===== src/rtl/pin_entry_if.sv =====
// Bus between the PIN-entry block and its surroundings.
// Carries the raw button/slow-clock inputs and the entry outputs.
interface pin_entry_if;
    logic        clk_slow;
    logic        btn_up;
    logic        btn_down;
    logic        btn_enter;
    logic        btn_clear;
    logic [15:0] pin_out;
    logic [3:0]  cur_digit;
    logic [1:0]  digit_idx;
    logic        busy;
    logic        pin_valid;

    modport master (
        output clk_slow, btn_up, btn_down, btn_enter, btn_clear,
        input  pin_out, cur_digit, digit_idx, busy, pin_valid
    );

    modport slave (
        input  clk_slow, btn_up, btn_down, btn_enter, btn_clear,
        output pin_out, cur_digit, digit_idx, busy, pin_valid
    );
endinterface


===== src/rtl/pin_entry.sv =====
// Four-digit BCD PIN entry: synchronized, debounced buttons drive an
// IDLE/ENTRY/DONE state machine that dials and stores digits.
module pin_entry #(
    parameter int unsigned DEBOUNCE_TICKS = 4
) (
    input  logic        clk,
    input  logic        rst_n,
    pin_entry_if.slave  bus
);

    localparam logic [3:0] DB_LIMIT = 4'(DEBOUNCE_TICKS);

    typedef enum logic [1:0] {IDLE, ENTRY, DONE} state_t;

    // Bit order: 0 up, 1 down, 2 enter, 3 clear, 4 slow clock.
    logic [4:0]      raw;
    logic [4:0]      sync1_q, sync2_q;
    logic            slow_prev_q;
    logic            tick;
    logic [3:0]      stable_q, stable_d, stable_prev_q;
    logic [3:0][3:0] cnt_q, cnt_d;
    logic [3:0]      press;

    state_t          state_q, state_d;
    logic [15:0]     pin_q, pin_d;
    logic [3:0]      cur_q, cur_d;
    logic [1:0]      idx_q, idx_d;
    logic            busy_q, busy_d;
    logic            valid_q, valid_d;

    assign raw  = {bus.clk_slow, bus.btn_clear, bus.btn_enter, bus.btn_down, bus.btn_up};
    assign tick = sync2_q[4] & ~slow_prev_q;

    always_comb begin
        stable_d = stable_q;
        cnt_d    = cnt_q;
        if (tick) begin
            for (int i = 0; i < 4; i++) begin
                if (sync2_q[i] != stable_q[i]) begin
                    if ((cnt_q[i] + 4'd1) == DB_LIMIT) begin
                        stable_d[i] = sync2_q[i];
                        cnt_d[i]    = 4'd0;
                    end else begin
                        cnt_d[i]    = cnt_q[i] + 4'd1;
                    end
                end else begin
                    cnt_d[i] = 4'd0;
                end
            end
        end
    end

    // Rising edge of the debounced level lands one cycle after the qualifying tick.
    assign press = stable_q & ~stable_prev_q;

    always_comb begin
        state_d = state_q;
        pin_d   = pin_q;
        cur_d   = cur_q;
        idx_d   = idx_q;
        valid_d = 1'b0;
        unique case (state_q)
            IDLE: begin
                if (|press) begin
                    state_d = ENTRY;
                    pin_d   = 16'h0000;
                    cur_d   = 4'd0;
                    idx_d   = 2'd0;
                end
            end
            ENTRY: begin
                if (press[3]) begin
                    pin_d = 16'h0000;
                    cur_d = 4'd0;
                    idx_d = 2'd0;
                end else if (press[2]) begin
                    case (idx_q)
                        2'd0:    pin_d[15:12] = cur_q;
                        2'd1:    pin_d[11:8]  = cur_q;
                        2'd2:    pin_d[7:4]   = cur_q;
                        default: pin_d[3:0]   = cur_q;
                    endcase
                    cur_d = 4'd0;
                    idx_d = idx_q + 2'd1;
                    if (idx_q == 2'd3) begin
                        state_d = DONE;
                        valid_d = 1'b1;
                    end
                end else if (press[0]) begin
                    cur_d = (cur_q == 4'd9) ? 4'd0 : cur_q + 4'd1;
                end else if (press[1]) begin
                    cur_d = (cur_q == 4'd0) ? 4'd9 : cur_q - 4'd1;
                end
            end
            DONE: begin
                if (press[3]) begin
                    state_d = ENTRY;
                    pin_d   = 16'h0000;
                    cur_d   = 4'd0;
                    idx_d   = 2'd0;
                end
            end
            default: state_d = IDLE;
        endcase
        busy_d = (state_d == ENTRY);
    end

    always_ff @(posedge clk or negedge rst_n) begin
        if (!rst_n) begin
            sync1_q       <= '0;
            sync2_q       <= '0;
            slow_prev_q   <= 1'b0;
            stable_q      <= '0;
            stable_prev_q <= '0;
            cnt_q         <= '0;
            state_q       <= IDLE;
            pin_q         <= '0;
            cur_q         <= '0;
            idx_q         <= '0;
            busy_q        <= 1'b0;
            valid_q       <= 1'b0;
        end else begin
            sync1_q       <= raw;
            sync2_q       <= sync1_q;
            slow_prev_q   <= sync2_q[4];
            stable_q      <= stable_d;
            stable_prev_q <= stable_q;
            cnt_q         <= cnt_d;
            state_q       <= state_d;
            pin_q         <= pin_d;
            cur_q         <= cur_d;
            idx_q         <= idx_d;
            busy_q        <= busy_d;
            valid_q       <= valid_d;
        end
    end

    assign bus.pin_out   = pin_q;
    assign bus.cur_digit = cur_q;
    assign bus.digit_idx = idx_q;
    assign bus.busy      = busy_q;
    assign bus.pin_valid = valid_q;

endmodule


===== src/flat_wrapper.sv =====
// flat-port wrapper written by rule: the top's interface ports become plain ports
module pin_entry_flat 
#(
    parameter int unsigned DEBOUNCE_TICKS = 4
)
  (clk, rst_n, bus_clk_slow, bus_btn_up, bus_btn_down, bus_btn_enter, bus_btn_clear, bus_pin_out, bus_cur_digit, bus_digit_idx, bus_busy, bus_pin_valid);
  pin_entry_if bus_i ();
  input  logic clk;
  input  logic rst_n;
  input wire logic [$bits(bus_i.clk_slow)-1:0] bus_clk_slow;
  input wire logic [$bits(bus_i.btn_up)-1:0] bus_btn_up;
  input wire logic [$bits(bus_i.btn_down)-1:0] bus_btn_down;
  input wire logic [$bits(bus_i.btn_enter)-1:0] bus_btn_enter;
  input wire logic [$bits(bus_i.btn_clear)-1:0] bus_btn_clear;
  output wire logic [$bits(bus_i.pin_out)-1:0] bus_pin_out;
  output wire logic [$bits(bus_i.cur_digit)-1:0] bus_cur_digit;
  output wire logic [$bits(bus_i.digit_idx)-1:0] bus_digit_idx;
  output wire logic [$bits(bus_i.busy)-1:0] bus_busy;
  output wire logic [$bits(bus_i.pin_valid)-1:0] bus_pin_valid;
  assign bus_i.clk_slow = bus_clk_slow;
  assign bus_i.btn_up = bus_btn_up;
  assign bus_i.btn_down = bus_btn_down;
  assign bus_i.btn_enter = bus_btn_enter;
  assign bus_i.btn_clear = bus_btn_clear;
  assign bus_pin_out = bus_i.pin_out;
  assign bus_cur_digit = bus_i.cur_digit;
  assign bus_digit_idx = bus_i.digit_idx;
  assign bus_busy = bus_i.busy;
  assign bus_pin_valid = bus_i.pin_valid;
  pin_entry #(.DEBOUNCE_TICKS(DEBOUNCE_TICKS)) u_core (.clk(clk), .rst_n(rst_n), .bus(bus_i));
endmodule

===== config.mk =====
export PLATFORM = sky130hd
export DESIGN_NAME = pin_entry_flat
export DESIGN_NICKNAME = d
export VERILOG_FILES = /design/src/rtl/pin_entry_if.sv /design/src/rtl/pin_entry.sv /design/src/flat_wrapper.sv
export SDC_FILE = /design/constraint.sdc
export NUM_CORES = 1
export LEC_CHECK = 0
export CAP_MARGIN = 25
export CORE_MARGIN = 2
export CORE_UTILIZATION = 25
export CTS_CLUSTER_SIZE = 28
export DETAILED_ROUTE_END_ITERATION = 16
export GPL_TIMING_DRIVEN = 1
export PLACE_DENSITY = 0.51
export SLEW_MARGIN = 40
export SYNTH_ARGS = -nofsm -noshare
export SYNTH_HDL_FRONTEND = slang
export SYNTH_SLANG_ARGS = --single-unit

===== constraint.sdc =====
create_clock -name clk -period 2.37 [get_ports clk]
set_clock_uncertainty 0.1 [all_clocks]
set_input_delay 0.237 -clock clk [delete_from_list [all_inputs] [get_ports clk]]
set_output_delay 0.237 -clock clk [all_outputs]
set_load 0.02 [all_outputs]

## Yosys cells after proc, flatten, opt, wreduce, memory -nomap -nowiden

Cells that the tools add are included.
W data, S select, Z words.

| cells by class | value |
|---|---|
| bitwise logic cells | 4 |
| add/subtract/negate cells | 7 |
| multiplexer cells | 41 |
| reductions and logical operators | 16 |
| equality and inequality tests | 23 |

Operators by type and width:

| kind | count |
|---|---|
| $mux W4 | 20 |
| $mux W16 | 4 |
| $pmux W16 S3 | 1 |
| $add A4 B1 Y4 const B | 5 |
| $reduce_and A5 Y1 | 4 |
| $mux W2 | 9 |
| $eq A4 B3 Y1 const B | 4 |
| $ne A3 B2 Y1 const B | 4 |
| $pmux W2 S3 | 2 |
| $pmux W4 S3 | 1 |
| $reduce_and A3 Y1 | 4 |
| $reduce_and A4 Y1 | 2 |
| $eq A2 B1 Y1 const B | 3 |
| $eq A2 B2 Y1 const B | 3 |
| $ne A5 B1 Y1 const B | 1 |
| $and A4 B4 Y4 | 1 |
| $eq A4 B4 Y1 const B | 1 |
| $logic_not A2 Y1 | 2 |
| $logic_not A4 Y1 | 1 |
| $mux W1 | 4 |
| $ne A1 B1 Y1 | 4 |
| $ne A2 B1 Y1 const B | 2 |
| $not A4 Y4 | 1 |
| $reduce_or A4 Y1 | 1 |
| other kinds (7) | 7 |

| storage, ports and cells | value |
|---|---|
| output and inout port bits | 24 |
| word-level logic and storage cells | 112 |
| input port bits | 7 |
| bits in registers | 61 |

## Longest topological paths before layout

| depth | value |
|---|---|
| depth in word-level cells | 7 |
| gate-level depth with buffers | 8 |
| mapped depth without buffers | 7 |

## Worst setup path before layout

Ideal clock, no wire load.

| path | value |
|---|---|
| path kind | reg2reg |
| start | register u_core.cur_q[0], in the netlist u_core.bus.cur_digit[0] |
| end | register u_core.cur_q[2], in the netlist u_core.bus.cur_digit[2] |
| clock period less this slack | 1.832 ns |
| setup slack | 0.538 ns |
| data arrival time | 1.597 ns |
| cell stages (with the launch flop) | 7 |
| library setup time | 0.135 ns |
| path through | dfrtp_1 > clkbuf_1 > inv_1 > ha_1 > and3_1 > a311oi_1 > o41ai_2 |

| on the way | value |
|---|---|
| longest elaborated chain between the ends | 7 |
| elaborated cells on any way between the ends | 11 |
| those cells by class | add/sub: 2; eq/ne: 1; mux: 7; reduce/logical: 1 |

Ends and longest elaborated chain:

| element | RTL line | RTL |
|---|---|---|
| start: declaration | pin_entry.sv:26 | `logic [3:0] cur_q, cur_d;` |
| start signal: assignment | pin_entry.sv:131 | `cur_q <= cur_d;` |
| $sub A4 B1 Y4 or $logic_not A4 Y1 (tied branches) | pin_entry.sv:92 | `cur_d = (cur_q == 4'd0) ? 4'd9 : cur_q - 4'd1;` |
| $mux W4 | pin_entry.sv:92 |  |
| $mux W4 | pin_entry.sv:91 | `end else if (press[1]) begin` |
| $mux W4 * | pin_entry.sv:89 | `end else if (press[0]) begin` |
| $mux W4 * | pin_entry.sv:76 | `end else if (press[2]) begin` |
| $mux W4 * | pin_entry.sv:72 | `if (press[3]) begin` |
| $pmux W4 S3 * | pin_entry.sv:62 | `unique case (state_q)` |

Every way passes the cells marked *; elsewhere a longest branch is shown, timed or not. The select of a mux whose other input is x is not followed.
A chain may end at the register's enable or synchronous reset.

## Worst setup path in the final report

| path | value |
|---|---|
| start | register u_core.cur_q[2], in the netlist u_core.bus.cur_digit[2] |
| end | output bus_cur_digit[2] |

RTL lines:

| element | RTL line | RTL |
|---|---|---|
| end: declaration | flat_wrapper.sv:16 | `output wire logic [$bits(bus_i.cur_digit)-1:0] bus_cur_digit;` |

No word-level cell between the ends.

==> results_dict.tcl <==
set metrics [dict create \
    finalCriticalPeriod_ns 2.045 \
    topRoutingLayerUsed "met4" \
    slew_headroom 0.5722 \
    critical_path.cell_chain "clkdlybuf4s50_1" \
    insertedDiodeCount 0 \
    grt_usage 0.1017 \
    vias 2127 \
    synth_nets 287 \
    design_area_um2 3623 \
    crit_family "buffers and inverters" \
    overflow 0 \
    synth-edff-count 0 \
    vdd_drop_max_v 0.0004607 \
    hp-class "register to register" \
    cp_slowest_cell "clkdlybuf4s50_1" \
    critPathLaunchType "register" \
    wl_met3_um 235 \
    ctsHoldBuffers 0 \
    post_cts_buffers 0 \
    fin_nets 321 \
    synth_ff_type "dfrtp_1" \
    die_h_um 110.9 \
    path_max_fanout 16 \
    drtAntennaViolNets 0 \
    max_cap_violations 0 \
    antenna_found_initial 0 \
    layout_setup_ws_ns 0.3254 \
    m1WireLength_um 2867 \
    drtIter0Drc 85 \
    setup-tns-final_ns 0 \
    drive_gt1_frac 0.1013 \
    grt_pass1_wl_um 10110 \
    slowest_delay_ns 0.71 \
    core_um2 11270 \
    dr.pass1.iters 4 \
    drc 0 \
    die_w_um 110.9 \
    fmax_mhz 489.1 \
    final_cell_count_no_fill 449 \
    cts.htree.levels 3 \
    rows 39 \
    met2WireLength_um 2711 \
    multiInputGateArea_um2 1236 \
    synth_area_um2 2858 \
    clkSlewWorstSetupHoldPaths_ns 0.05 \
    power_density_nw_per_um2 1350 \
    start_util 0.2535 \
    clock_path_buffers 2 \
    routed_wl_um 5883 \
    post-place-cells 432 \
    finalHoldViolCount 0 \
    yosysSeqAreaShare 0.5342 \
    crit_path_end_kind "output port" \
    arrival_ns 1.71 \
    outcome "complete, no violations" \
    grt_pass1_vias 2105 \
    routedWlPerCell_um 13.10 \
    syn_avg_cell_area_um2 10.70 \
    yosysUniqueCellTypes 42 \
    vias_per_cell 4.737 \
    path_buf_inv 1 \
    required_ns 2.03 \
    synthArstFlopShare 1.000 \
    synthCells 267 \
    gp_congestion 0.7643 \
    final_core_util 0.3215 \
    ys_ff_latch 61 \
    finalMaxSlewViolations 0 \
    p_leak_nw 1.552 \
    setup_violations 0 \
    syn_to_final_growth_pct 26.80 \
    dieArea_um2 12300 \
    port-buffer-count 30 \
    pre_cts_slack_ns 0.6020 \
    clock-root-buffer "clkbuf_16" \
    critPathKind "register to output port" \
    clock-sinks 61 \
    ctsResizeCount 0 \
    post-route-period-util 0.8627 \
    tightest_slew_ns 0.6417 \
    cts_tree "built" \
    worstSkewPairLatency_ns 0.32 \
    cts_buffers 9 \
    grt_max_degree 62 \
    fillers 1144 \
    rsz0062_at_grt "no" \
    postPlaceCellArea_um2 3293 \
    io_pins 31 \
    yosys_warnings 0 \
    regArea_um2 1526 \
    hpwl_um 4014 \
]
-- registers in the layout (all words and copies together) (netlist names) --
name,flops
u_core.bus.pin_out,16
u_core.stable_q,4
u_core.sync2_q,5
u_core.bus.cur_digit,4
u_core.state_q,2
u_core.stable_prev_q,4
u_core.slow_prev_q,1
u_core.bus.busy,1
u_core.bus.pin_valid,1
u_core.sync1_q,5
u_core.bus.digit_idx,2
u_core.cnt_q,16
-- metrics by stage --
stage	hold WS, ns	total power [W]
4_1_cts	0.01443	0.004952
3_5_place_dp	0.2347	0.003544
6_report	0.2421	0.004891
2_1_floorplan	-0.1586	0.002936
3_3_place_gp	0.2335	0.003514
5_1_grt	0.2463	0.005233
-- cell type report --
| type | instances | share of cell area |
|---|---|---|
| Sequential cell | 61 | 0.4213 |
| Multi-Input combinational cell | 186 | 0.3412 |
| Timing Repair Buffer | 34 | 0.09151 |
| Clock buffer | 10 | 0.06319 |
| Tap cell | 143 | 0.04938 |
| Clock inverter | 6 | 0.02417 |
| Inverter | 9 | 0.009323 |
-- worst paths after layout --
path / start / end / slack, ns / depth (start not counted)
setup / recovery: u_core.bus.cur_digit[2]$_DFFE_PN0P_ / bus_cur_digit[2] / 0.33 / 1
hold / removal: u_core.sync1_q[0]$_DFF_PN0_ / u_core.sync2_q[0]$_DFF_PN0_ / 0.24 / 0
setup reg to reg: u_core.bus.cur_digit[1]$_DFFE_PN0P_ / u_core.bus.cur_digit[2]$_DFFE_PN0P_ / 0.56 / 5
hold reg to reg: u_core.sync1_q[0]$_DFF_PN0_ / u_core.sync2_q[0]$_DFF_PN0_ / 0.24 / 0
max in group asynchronous: rst_n / u_core.bus.cur_digit[1]$_DFFE_PN0P_ / 1.36 / 3
min in group asynchronous: rst_n / u_core.sync1_q[3]$_DFF_PN0_ / 0.42 / 3
-- kinds of logic after synthesis --
| group | Yosys count | synth area share |
|---|---|---|
| and+or+nand+nor | 89 | 0.1511 |
| buffers and inverters | 20 | 0.03327 |
| xor gates and xnor gates | 5 | 0.01532 |
| AOI/OAI and AO/OA | 73 | 0.1861 |
| adders and majority gates | 13 | 0.05692 |
| DFF | 61 | 0.5341 |
| muxes | 6 | 0.02320 |
-- power by group --
group	internal (W)	total, W	switching (W)
combinational	0.000808	0.00185	0.00104
clock	0.000918	0.00138	0.000462
sequential	0.00133	0.00167	0.000334
total	0.00306	0.00489	0.00183
-- cells in the final DEF (no fill, tap or decap), types with 2 or more instances in the layout --
cell type,count
bufinv_16,2
clkbuf_16,9
mux2_2,5
nor3_1,10
a21boi_0,3
nor2_1,14
a32o_1,17
o22ai_1,2
nand2b_1,8
inv_1,9
buf_4,2
o41ai_2,2
o21ai_1,4
xnor2_1,4
nand3_1,12
a21oi_1,11
nand2_1,32
ha_1,13
and3_1,2
a31oi_1,2
nor2b_1,4
clkinvlp_4,3
dfrtp_1,61
o21ai_0,21
nand4b_1,3
clkdlybuf4s50_1,29
-- Yosys cell counts (all sizes together), types with 2 or more instances --
cell,number,area [µm²]
buf,7,46.29
a21boi,3,22.52
ha,13,162.7
dfrtp,61,1526
inv,9,33.78
nand2,32,120.1
o41ai,2,32.53
a32o,17,170.2
a21oi,11,55.05
a211oi,2,20.02
o21ai,27,150.2
nor2b,5,33.78
nor2,15,63.81
nand2b,8,50.05
nand3,12,60.06
o22ai,2,12.51
clkbuf,4,15.01
a31oi,2,12.51
mux2,5,56.30
nor3,10,50.05
and3,2,12.51
nand4b,3,26.28
xnor2,4,35.03
-- metal layers --
metal  GRT usage  vias to the layer above
li1            -                     1041
met3     0.03226                        8
met2      0.1620                       38
met5           0                        -
met1      0.1286                     1040
met4     0.04083                        0
(Power assumes the default switching activity.)
